<file path="src/rtl/uart_tx.sv">
// 8N1 UART transmitter with registered line output and a one-cycle tx_done pulse.
// Defining UART_TX_PARITY_EN adds an even-parity bit between the data and stop bits.
module uart_tx #(
  parameter int unsigned CLK_FREQ = 50_000_000,
  parameter int unsigned BAUD     = 115_200
) (
  input  logic       clk,
  input  logic       rst,
  input  logic [7:0] parallel_in,
  input  logic       tx_start,
  output logic       tx_ready,
  output logic       serial_out,
  output logic       tx_done
);

  localparam int unsigned CLKS_PER_BIT = CLK_FREQ / BAUD;
  localparam int unsigned CNT_W        = (CLKS_PER_BIT > 1) ? $clog2(CLKS_PER_BIT) : 1;
  localparam int unsigned IDX_W        = 3;

  typedef enum logic [2:0] {
    IDLE   = 3'd0,
    START  = 3'd1,
    DATA   = 3'd2,
`ifdef UART_TX_PARITY_EN
    PARITY = 3'd3,
`endif
    STOP   = 3'd4
  } state_e;

  state_e             state_q, state_d;
  logic [CNT_W-1:0]   baud_q, baud_d;
  logic [IDX_W-1:0]   bit_idx_q, bit_idx_d;
  logic [7:0]         shift_q, shift_d;
  logic               serial_out_q, serial_out_d;
  logic               tx_ready_q, tx_ready_d;
  logic               tx_done_q, tx_done_d;
`ifdef UART_TX_PARITY_EN
  logic               parity_q, parity_d;
`endif

  logic bit_end;
  logic accept;

  assign bit_end = (baud_q == CNT_W'(CLKS_PER_BIT - 1));
  assign accept  = tx_start && tx_ready_q;

  // Next-state, datapath and registered-output decode
  always_comb begin
    state_d      = state_q;
    baud_d       = baud_q;
    bit_idx_d    = bit_idx_q;
    shift_d      = shift_q;
    serial_out_d = serial_out_q;
`ifdef UART_TX_PARITY_EN
    parity_d     = parity_q;
`endif

    case (state_q)
      IDLE: begin
        if (accept) begin
          state_d      = START;
          baud_d       = '0;
          shift_d      = parallel_in;
          serial_out_d = 1'b0;
`ifdef UART_TX_PARITY_EN
          parity_d     = ^parallel_in;
`endif
        end
      end
      START: begin
        if (bit_end) begin
          state_d      = DATA;
          baud_d       = '0;
          bit_idx_d    = '0;
          serial_out_d = shift_q[0];
        end else begin
          baud_d = baud_q + CNT_W'(1);
        end
      end
      DATA: begin
        if (bit_end) begin
          baud_d = '0;
          if (bit_idx_q == IDX_W'(7)) begin
`ifdef UART_TX_PARITY_EN
            state_d      = PARITY;
            serial_out_d = parity_q;
`else
            state_d      = STOP;
            serial_out_d = 1'b1;
`endif
          end else begin
            bit_idx_d    = bit_idx_q + IDX_W'(1);
            shift_d      = shift_q >> 1;
            serial_out_d = shift_q[1];
          end
        end else begin
          baud_d = baud_q + CNT_W'(1);
        end
      end
`ifdef UART_TX_PARITY_EN
      PARITY: begin
        if (bit_end) begin
          state_d      = STOP;
          baud_d       = '0;
          serial_out_d = 1'b1;
        end else begin
          baud_d = baud_q + CNT_W'(1);
        end
      end
`endif
      STOP: begin
        if (bit_end) begin
          baud_d = '0;
          // A request in the last stop cycle chains straight into the next start bit
          if (accept) begin
            state_d      = START;
            shift_d      = parallel_in;
            serial_out_d = 1'b0;
`ifdef UART_TX_PARITY_EN
            parity_d     = ^parallel_in;
`endif
          end else begin
            state_d      = IDLE;
            serial_out_d = 1'b1;
          end
        end else begin
          baud_d = baud_q + CNT_W'(1);
        end
      end
      default: begin
        state_d      = IDLE;
        baud_d       = '0;
        serial_out_d = 1'b1;
      end
    endcase

    tx_done_d  = (state_d == STOP) && (baud_d == CNT_W'(CLKS_PER_BIT - 1));
    tx_ready_d = (state_d == IDLE) || tx_done_d;
  end

  always_ff @(posedge clk or negedge rst) begin
    if (!rst) begin
      state_q      <= IDLE;
      baud_q       <= '0;
      bit_idx_q    <= '0;
      shift_q      <= '0;
      serial_out_q <= 1'b1;
      tx_ready_q   <= 1'b1;
      tx_done_q    <= 1'b0;
`ifdef UART_TX_PARITY_EN
      parity_q     <= 1'b0;
`endif
    end else begin
      state_q      <= state_d;
      baud_q       <= baud_d;
      bit_idx_q    <= bit_idx_d;
      shift_q      <= shift_d;
      serial_out_q <= serial_out_d;
      tx_ready_q   <= tx_ready_d;
      tx_done_q    <= tx_done_d;
`ifdef UART_TX_PARITY_EN
      parity_q     <= parity_d;
`endif
    end
  end

  assign serial_out = serial_out_q;
  assign tx_ready   = tx_ready_q;
  assign tx_done    = tx_done_q;

endmodule
</file>
<file path="config.mk">
export PLATFORM = sky130hd
export DESIGN_NAME = uart_tx
export DESIGN_NICKNAME = d
export VERILOG_FILES = /design/src/rtl/uart_tx.sv
export SDC_FILE = /design/constraint.sdc
export NUM_CORES = 1
export LEC_CHECK = 0
export BUFFER_PORTS_ARGS = -buffer_cell sky130_fd_sc_hd__buf_2
export CORE_UTILIZATION = 42
export CTS_BUF_LIST = sky130_fd_sc_hd__clkbuf_8
export DETAILED_ROUTE_END_ITERATION = 8
export REMOVE_ABC_BUFFERS = 1
export SYNTH_ARGS = -nofsm -noshare
export SYNTH_HDL_FRONTEND = slang
export SYNTH_SLANG_ARGS = --single-unit
</file>
<file path="constraint.sdc">
create_clock -name clk -period 5 [get_ports clk]
set_clock_uncertainty 0.1 [all_clocks]
set_input_delay 1 -clock clk [delete_from_list [all_inputs] [get_ports clk]]
set_output_delay 1 -clock clk [all_outputs]
set_load 0.02 [all_outputs]
</file>
==> impl_metrics.json <==
{
  "leakagePower_nw": 0.678,
  "io_buffer_count": 13,
  "yosys.area_share.simple_pct": 20.1,
  "htreeDepth": 1,
  "dpl.hpwl_mm": 2.42,
  "wl_per_cell_um": 14.7,
  "worst_slack_ps": 2480,
  "cp.required_ps": 5060,
  "clock_latency_ps": 270,
  "num_vias": 1321,
  "syn_inst": 173,
  "yosys_warnings": 0,
  "hold_viol_final": 0,
  "clockRootBuffer": "clkbuf_8",
  "tightest_slew_ps": 894,
  "vias_per_cell": 5.77,
  "nets": 197,
  "end_kind": "flip-flop",
  "cp-start-kind": "input pin",
  "area_growth_pct": 6.38,
  "post_cts.repair.setup_buffers": 0,
  "initial_core_util_pct": 44.3,
  "cts_tree": "yes",
  "gr-total-overflow": 0,
  "worstSetupPathType": "in -> reg",
  "ctsResizeCount": 0,
  "synth_area_um2": 1650,
  "fillers": 363,
  "muxShareOfSynthArea_pct": 4.94,
  "drt.antenna.violating_nets": 0,
  "synth_edf_count": 0,
  "gp_congestion": 0.966,
  "rows": 22,
  "die_h_um": 64.6,
  "avgSynthCellArea_um2": 9.52,
  "drtIter0Drc": 55,
  "yosys.area.top_type": "dfrtp_1",
  "async_reset_ff_share_pct": 100,
  "clockBufferDepth": 2,
  "outcome": "finished, final reports clean",
  "min_path_type": "reg -> reg",
  "numCtsBuffers": 3,
  "drive_gt1_share_pct": 19.3,
  "first_pass_iters": 4,
  "max_freq_mhz": 398,
  "num_antenna_cells": 0,
  "synth-adder-area-share_pct": 3.04,
  "grt_pass1_vias": 1276,
  "drc_errors": 0,
  "min_period_ps": 2520,
  "cap_viol_max_count": 0,
  "core_area_um2": 3720,
  "synth-main-ff-cell": "dfrtp_1",
  "synth_compound_area_share_pct": 24.6,
  "hold_ws_ps": 427,
  "ctsHoldBuffers": 0,
  "grt_max_degree": 27,
  "yosysSeqAreaShare_pct": 39.7,
  "relSlewSlack_pct": 40.2,
  "dp_slack_ps": 2210,
  "ys_ff_latch": 26,
  "multi_input_area_um2": 903,
  "power-per-cell-area_nw_per_um2": 414,
  "placedCellCount": 225,
  "fin_setup_tns_ps": 0,
  "die_x_um": 64.6,
  "grt_pass1_wl_mm": 6.13,
  "synth_top_family_by_area": "compound AO/OA/AOI/OAI gates",
  "arrival_ps": 2570,
  "rrSetupSlack_ps": 2630,
  "io_pins": 14,
  "layout.cells.non_filler": 229,
  "yosys-top-cells-area": "dfrtp_1, nor2_1, nand2_1",
  "grt_antenna_before_repair": 0,
  "vdd_drop_max_mv": 0.186,
  "grt_usage_pct": 18.9,
  "wl_mm": 3.38,
  "rsz0062_at_grt": "false",
  "critPathMaxFanout": 8,
  "report.final.slew_viol_count": 0,
  "synth_top_area_share_pct": 36.5,
  "dieArea_um2": 4180,
  "clock_sinks": 26,
  "placed_cell_area_um2": 1700,
  "ys_types": 52,
  "final_area_um2": 1750,
  "clk_pin_slew_ps": 90,
  "synth_xor_area_share_pct": 2.13,
  "fin_crit_sh_pct": 50.3,
  "setup_violations": 0,
  "ff_latch_area_um2": 653
}
==> flip-flops by register name, indices dropped and copies added (netlist names) <==
name	count
shift_q	8
baud_q	9
tx_done	1
bit_idx_q	3
tx_ready	1
state_q	3
serial_out	1
==> logic make-up after synthesis <==
| kind of cell | after synthesis |
|---|---|
| AND/OR/NAND/NOR | 64 |
| AO/OA/AOI/OAI | 54 |
| multiplexers | 8 |
| adder cells (fa/ha/maj) | 4 |
| flip-flops | 26 |
| buffers and inverters | 13 |
| XOR/XNOR | 4 |
==> per-stage QoR <==
stage / utilization (%) / power [mW]
floorplan: - / 0.519
detailed placement: 45.7 / 0.588
global route: 47.1 / 0.780
CTS: 47.1 / 0.726
finish: 47.1 / 0.725
global placement: 45.7 / 0.577
==> final timing paths <==
kind | cells past startpoint | to | start
worst max-delay path | 7 | tx_done | tx_start
worst min register to register | 2 | serial_out | serial_out
max in group asynchronous | 1 | serial_out | rst
min in group asynchronous | 1 | baud_q[3] | rst
worst min-delay path | 2 | serial_out | serial_out
worst max register to register | 7 | tx_ready | baud_q[0]
==> critical path, stage by stage <==
cell       delay, ps
buf_2            120
a2111oi_4        550
a21oi_1          130
mux2_2           280
a32o_1           250
o2111ai_1        160
nor4_1            80
==> layout by cell type, fill, tap and decap left out, drive strengths merged, types with 3 or more instances in the layout <==
master | netlist | layout
dfrtp | 24 | 24
nor2 | 20 | 20
nand2 | 20 | 20
o21ai | 16 | 16
a21oi | 15 | 15
buf | 8 | 13
nand3 | 7 | 7
mux2i | 7 | 7
inv | 4 | 4
a31oi | 4 | 4
ha | 4 | 4
clkbuf | 1 | 4
xor2 | 3 | 3
o31ai | 3 | 3
and4 | 3 | 3
==> final cells by class <==
class,count,area share [%]
Timing Repair Buffer,13,3.71
Sequential cell,26,37.3
Multi-Input combinational cell,134,51.6
Inverter,4,0.857
Clock buffer,4,3.14
Tap cell,48,3.43
==> per-layer routing <==
| layer | global-route usage, % | part of all wire [%] | vias to the layer above | wire length [µm] |
|---|---|---|---|---|
| met4 | 5.00 | 1.4 | 0 | 46 |
| met3 | 2.11 | 3.6 | 5 | 121 |
| met5 | 0 | 0 | - | 0 |
| li1 | - | - | 645 | - |
| met1 | 27.8 | 47 | 647 | 1600 |
| met2 | 29.2 | 48 | 24 | 1610 |
==> where the power goes <==
group          total [mW]  leakage, nW  switching (mW)  internal [mW]
Combinational       0.224        0.328           0.121          0.103
Sequential          0.362        0.321          0.0854          0.277
Clock               0.139       0.0288          0.0688         0.0706
==> synth_stat cells (2+ instances only) <==
| cell | instances |
|---|---|
| o21ai_0 | 14 |
| a21oi_1 | 12 |
| buf_6 | 5 |
| a31oi_1 | 4 |
| nand2_1 | 19 |
| dfrtp_1 | 24 |
| a21oi_2 | 2 |
| xor2_1 | 3 |
| mux2i_1 | 7 |
| buf_2 | 3 |
| nor3_1 | 2 |
| nand3_1 | 7 |
| ha_1 | 4 |
| a22o_1 | 2 |
| o31ai_1 | 3 |
| nand2b_1 | 2 |
| inv_1 | 4 |
| nor2_1 | 20 |
| dfstp_2 | 2 |
| and4_1 | 2 |
Power figures use the tool's default switching activity.
